### config.mk
export PLATFORM = sky130hd
export DESIGN_NAME = seq_counter_flat
export DESIGN_NICKNAME = d
export VERILOG_FILES = /design/src/rtl/seq_counter_if.sv /design/src/rtl/seq_counter.sv /design/src/flat_wrapper.sv
export SDC_FILE = /design/constraint.sdc
export NUM_CORES = 1
export LEC_CHECK = 0
export CORE_AREA = 2 2 39 41
export DETAILED_ROUTE_END_ITERATION = 16
export DIE_AREA = 0 0 41 43
export HOLD_SLACK_MARGIN = 0.08
export SLEW_MARGIN = 10
export SYNTH_ARGS = -nofsm -noshare
export SYNTH_HDL_FRONTEND = slang
export SYNTH_SLANG_ARGS = --single-unit
### constraint.sdc
create_clock -name clk -period 2.23 [get_ports clk]
set_input_delay 0.446 -clock clk [delete_from_list [all_inputs] [get_ports clk]]
set_output_delay 0.446 -clock clk [all_outputs]
set_load 0.05 [all_outputs]
### src/rtl/seq_counter_if.sv
// Bundles the control inputs and count outputs of seq_counter.
// master drives the controls and observes the count; slave is the counter.
// There is no handshake: every control is sampled on each rising clock edge.
interface seq_counter_if #(
    parameter int WIDTH = 3
);
    logic             en;
    logic             load;
    logic [WIDTH-1:0] load_val;
    logic [1:0]       mode;
    logic             sat;
    logic [WIDTH-1:0] q;
    logic             tc;

    modport master (
        output en, load, load_val, mode, sat,
        input  q, tc
    );

    modport slave (
        input  en, load, load_val, mode, sat,
        output q, tc
    );
endinterface

### src/rtl/seq_counter.sv
// Multi-mode counter: binary up, binary down, gray up and Johnson ring.
// Priority is rst > load > en > hold. tc is combinational from q, mode and en,
// so it reflects the pre-load q when load and en are both high.
// Optional feature macro: SEQ_COUNTER_GRAY_EN. When it is undefined the gray
// logic is left out, mode 10 holds q (load still works) and tc stays 0.
module seq_counter #(
    parameter int WIDTH     = 3,
    parameter int MAX_COUNT = 2**WIDTH - 1
) (
    input logic          clk,
    input logic          rst,
    seq_counter_if.slave bus
);
    typedef enum logic [1:0] {
        MODE_UP      = 2'b00,
        MODE_DOWN    = 2'b01,
        MODE_GRAY    = 2'b10,
        MODE_JOHNSON = 2'b11
    } mode_e;

    localparam logic [WIDTH-1:0] MAX_Q  = WIDTH'(MAX_COUNT);
    localparam logic [WIDTH-1:0] ZERO_Q = '0;
    // Terminal pattern shared by gray and Johnson modes: MSB set, rest clear.
    localparam logic [WIDTH-1:0] TOP_Q  = {1'b1, {(WIDTH-1){1'b0}}};

    mode_e            mode;
    logic [WIDTH-1:0] q_next;
    logic             at_term;

    assign mode = mode_e'(bus.mode);

`ifdef SEQ_COUNTER_GRAY_EN
    function automatic logic [WIDTH-1:0] gray2bin(input logic [WIDTH-1:0] g);
        logic [WIDTH-1:0] b;
        b[WIDTH-1] = g[WIDTH-1];
        for (int i = WIDTH - 2; i >= 0; i--) begin
            b[i] = b[i+1] ^ g[i];
        end
        return b;
    endfunction

    function automatic logic [WIDTH-1:0] bin2gray(input logic [WIDTH-1:0] b);
        return b ^ (b >> 1);
    endfunction
`endif

    // Next-state selection: load overrides counting, en=0 holds.
    always_comb begin
        q_next = bus.q;
        if (bus.load) begin
            q_next = bus.load_val;
        end else if (bus.en) begin
            case (mode)
                MODE_UP: begin
                    // Values above MAX_COUNT (only reachable by load) wrap too.
                    if (bus.q >= MAX_Q) begin
                        q_next = bus.sat ? bus.q : ZERO_Q;
                    end else begin
                        q_next = bus.q + 1'b1;
                    end
                end
                MODE_DOWN: begin
                    if (bus.q == ZERO_Q) begin
                        q_next = bus.sat ? ZERO_Q : MAX_Q;
                    end else if (bus.q > MAX_Q) begin
                        q_next = MAX_Q;
                    end else begin
                        q_next = bus.q - 1'b1;
                    end
                end
                MODE_GRAY: begin
`ifdef SEQ_COUNTER_GRAY_EN
                    q_next = bin2gray(gray2bin(bus.q) + 1'b1);
`else
                    q_next = bus.q;
`endif
                end
                MODE_JOHNSON: begin
                    // Illegal loaded patterns are shifted as-is, not corrected.
                    q_next = {bus.q[WIDTH-2:0], ~bus.q[WIDTH-1]};
                end
                default: q_next = bus.q;
            endcase
        end
    end

    // Terminal-state decode for the current mode, gated by en.
    always_comb begin
        at_term = 1'b0;
        case (mode)
            MODE_UP:      at_term = (bus.q == MAX_Q);
            MODE_DOWN:    at_term = (bus.q == ZERO_Q);
`ifdef SEQ_COUNTER_GRAY_EN
            MODE_GRAY:    at_term = (bus.q == TOP_Q);
`else
            MODE_GRAY:    at_term = 1'b0;
`endif
            MODE_JOHNSON: at_term = (bus.q == TOP_Q);
            default:      at_term = 1'b0;
        endcase
        bus.tc = bus.en & at_term;
    end

    // Count register; reset clears it immediately and holds it at zero.
    always_ff @(posedge clk or posedge rst) begin
        if (rst) begin
            bus.q <= '0;
        end else begin
            bus.q <= q_next;
        end
    end
endmodule

### src/flat_wrapper.sv
// flat-port wrapper written by rule: the top's interface ports become plain ports
module seq_counter_flat 
#(
    parameter int WIDTH     = 3,
    parameter int MAX_COUNT = 2**WIDTH - 1
)
  (clk, rst, bus_en, bus_load, bus_load_val, bus_mode, bus_sat, bus_q, bus_tc);
  seq_counter_if #(.WIDTH(WIDTH)) bus_i ();
  input logic clk;
  input logic rst;
  input wire logic [$bits(bus_i.en)-1:0] bus_en;
  input wire logic [$bits(bus_i.load)-1:0] bus_load;
  input wire logic [$bits(bus_i.load_val)-1:0] bus_load_val;
  input wire logic [$bits(bus_i.mode)-1:0] bus_mode;
  input wire logic [$bits(bus_i.sat)-1:0] bus_sat;
  output wire logic [$bits(bus_i.q)-1:0] bus_q;
  output wire logic [$bits(bus_i.tc)-1:0] bus_tc;
  assign bus_i.en = bus_en;
  assign bus_i.load = bus_load;
  assign bus_i.load_val = bus_load_val;
  assign bus_i.mode = bus_mode;
  assign bus_i.sat = bus_sat;
  assign bus_q = bus_i.q;
  assign bus_tc = bus_i.tc;
  seq_counter #(.WIDTH(WIDTH), .MAX_COUNT(MAX_COUNT)) u_core (.clk(clk), .rst(rst), .bus(bus_i));
endmodule
==> results by group <==
Place
  • DP Wirelength: 707 um
  • Gp weighted congestion: 0.751
  • Port Buffers: 13

Flow run
  • Max_cap viols: 0

Timing
  • Final period util: 0.961
  • Setup TNS: 0 ns
  • Min Tclk post-route: 2.14 ns
  • Final Hold Fails: 0
  • Final setup viols: 0
  • Peak Freq: 467 MHz
  • Pins Over Slew Limit: 0
  • Hold Slack: 0.379 ns
  • Tightest Pin Transition: 0.492 ns
  • Post-route clock skew: 0.00129 ns
  • RSZ-0062 raised after global routing: false
  • Max_slew headroom: 0.671

Floorplan
  • Core box area: 1380 sq um
  • Die width: 41 um
  • Die area: 1760 sq um
  • Die span in y: 43 um
  • Floorplan row count: 14
  • Initial cell density of the core: 0.297
  • Num ports: 14

Outcome
  • Status: complete, no violations

Finish
  • Largest Register: u_core.bus.q
  • N_diodes: 0
  • Seq. cell area: 77.6 sq um
  • Commonest non-fill, non-tap cells in the layout: 12 x clkdlybuf4s50_1, 6 x inv_1
  • Share of cells above drive strength 1: 0.194
  • Most common cell after layout, fill and taps aside: clkdlybuf4s50_1
  • P&R area growth vs syn: 47.1%
  • FILL cells: 147
  • Multi-input logic area: 304 sq um
  • Top Registers: u_core.bus.q: 3 flops
  • Nets: 82
  • Largest register FFs: 3

Routing
  • Vias per cell: 5.06
  • Routed wire length per instance: 10.6 um
  • Routed Antenna Nets: 0
  • Initial DRC count: 6
  • DRC violation count after routing: 0
  • WL final: 881 um
  • Initial DRT Pass Iterations: 4
  • Vias post-DR: 420

Synth
  • FF+latch count, synth: 3
  • Cells after synthesis: 50
  • Post-synth top area share: 0.182
  • Avg Cell Area, Syn: 8.23 sq um
  • Top post-synthesis cells by area: dfrtp_1 18%, ha_1 12%, a221oi_4 6.4%
  • Sequential element share of the synthesized area: 0.182
  • Synth area leader: dfrtp_1
  • Synth warn: 0
  • Syn_nets: 64
  • Distinct cells, synth: 28
  • Synth Cell Area: 412 sq um

Critical path
  • CP endpoint kind: output pin
  • WS Path Type: reg2out
  • Arr. time, crit path: 1.70 ns
  • Crit-path slowest cell: dfrtp_2
  • WP data required: 1.78 ns
  • Crit-path max FO: 7
  • Critical-path cell list: ha_1 -> ha_2 -> nor3b_1 -> a31oi_1 -> nor2b_4 -> buf_12
  • Setup crit start kind: register
  • Max incr delay on CP: 0.44 ns

Global routing
  • GRT Residual Overflow: 0
  • Largest net degree at the start of global routing: 10
  • Antenna violations before repair: 0
  • Vias in the first global route: 354
  • Gr usage total: 0.125
  • First-pass GRT wire length: 1510 um

Clock network
  • Worst-path clk slew: 0.04 ns
  • Clk buf depth: 2
  • Insertion delay to the later sink of the worst-skew pair: 0.23 ns
  • H-tree depth: 1
  • CTS tree: yes
  • Clock buffers created by TritonCTS: 3
  • Clock sink count: 3
  • Root Buffer: clkbuf_4

Power and ir drop
  • Leakage power total: 0.246 nW
  • Peak VDD IR: 0.307 mV
  • Total power: 0.000405 W
  • PwrDens: 669 nW/um^2

Min path
  • Hold WC Path Type: in2async
[synthesized netlist by cell type (all sizes together)]
| cell type | count |
|---|---|
| nor3b | 2 |
| and3 | 1 |
| buf | 2 |
| nor4 | 1 |
| xnor2 | 1 |
| o311ai | 2 |
| o21ai | 2 |
| a311oi | 1 |
| nor2 | 3 |
| nor3 | 1 |
| a21oi | 1 |
| o221ai | 1 |
| nor2b | 1 |
| a211oi | 1 |
| nand2b | 4 |
| a31o | 1 |
| a221oi | 1 |
| a31oi | 3 |
| dfrtp | 3 |
| nand3 | 1 |
| nand3b | 1 |
| inv | 6 |
| o22ai | 2 |
| nand2 | 3 |
| and3b | 1 |
| ha | 4 |
[metal layers]
layer	global-route usage	up-vias	wire, um
li1	-	219	-
met1	0.184	188	439
met2	0.172	13	407
met3	0.0314	0	35
met4	0.0400	0	0
met5	0	-	0
[worst paths after layout]
path,start,cells after the start,slack (ns),end
hold / removal,rst,2,0.38,u_core.bus.q[0]
setup / recovery,u_core.bus.q[0],6,0.09,bus_tc
min in group clk,u_core.bus.q[1],2,0.65,u_core.bus.q[1]
setup reg to reg,u_core.bus.q[0],6,0.47,u_core.bus.q[2]
hold reg to reg,u_core.bus.q[1],2,0.65,u_core.bus.q[1]
max in group asynchronous,rst,2,1.71,u_core.bus.q[1]
[kinds of logic after synthesis]
family	Yosys count	share of synthesized area
and+or+nand+nor	19	0.271
AOI/OAI and AO/OA	15	0.301
buffers and inverters	8	0.103
adders and majority gates	4	0.122
DFF	3	0.182
xor gates and xnor gates	1	0.0213
[critical path, delay by kind of cell, from the launching register on]
family                   cells  cell delay, ns
AND/OR/NAND/NOR              2            0.22
adder cells (fa/ha/maj)      2            0.41
AO/OA/AOI/OAI                1            0.25
buffers and inverters        1            0.15
flip-flops                   1            0.44
[final cells by class]
class | count | share of cell area
well taps | 16 | 0.0331
multi-input cells | 39 | 0.502
inverters | 6 | 0.0372
clock buffers | 4 | 0.0434
repair buffers | 15 | 0.256
flip-flops and latches | 3 | 0.128
[where the power goes]
group	internal (W)	switching (W)	leakage (nW)	total (W)
registers	0.0000676	0.0000243	0.0333	0.0000919
logic	0.0000973	0.000122	0.198	0.000219
clock network	0.0000670	0.0000271	0.0150	0.0000941
total	0.000232	0.000173	0.246	0.000405
[what timing repair did]
item / in CTS / in global routing
hold buffers: 0 / 0
cloned: 0 / 0
setup endpoints to repair: 1 / 1
buffers inserted: 0 / 0
resized for setup: 2 / 1
endpoints found under the hold margin: 0 / 0
[metrics by stage]
step | instance area, sq um | setup WS [ns] | std cells | utilization
finish | 606 | 0.0872 | 83 | 0.438
global route | 606 | 0.0283 | 83 | 0.438
CTS | 603 | 0.0192 | 83 | 0.436
detailed placement | 574 | 0.228 | 79 | 0.415
global placement | 574 | 0.241 | 79 | 0.415
floorplan | 419 | 0.0969 | 50 | -
(Power assumes the default switching activity.)
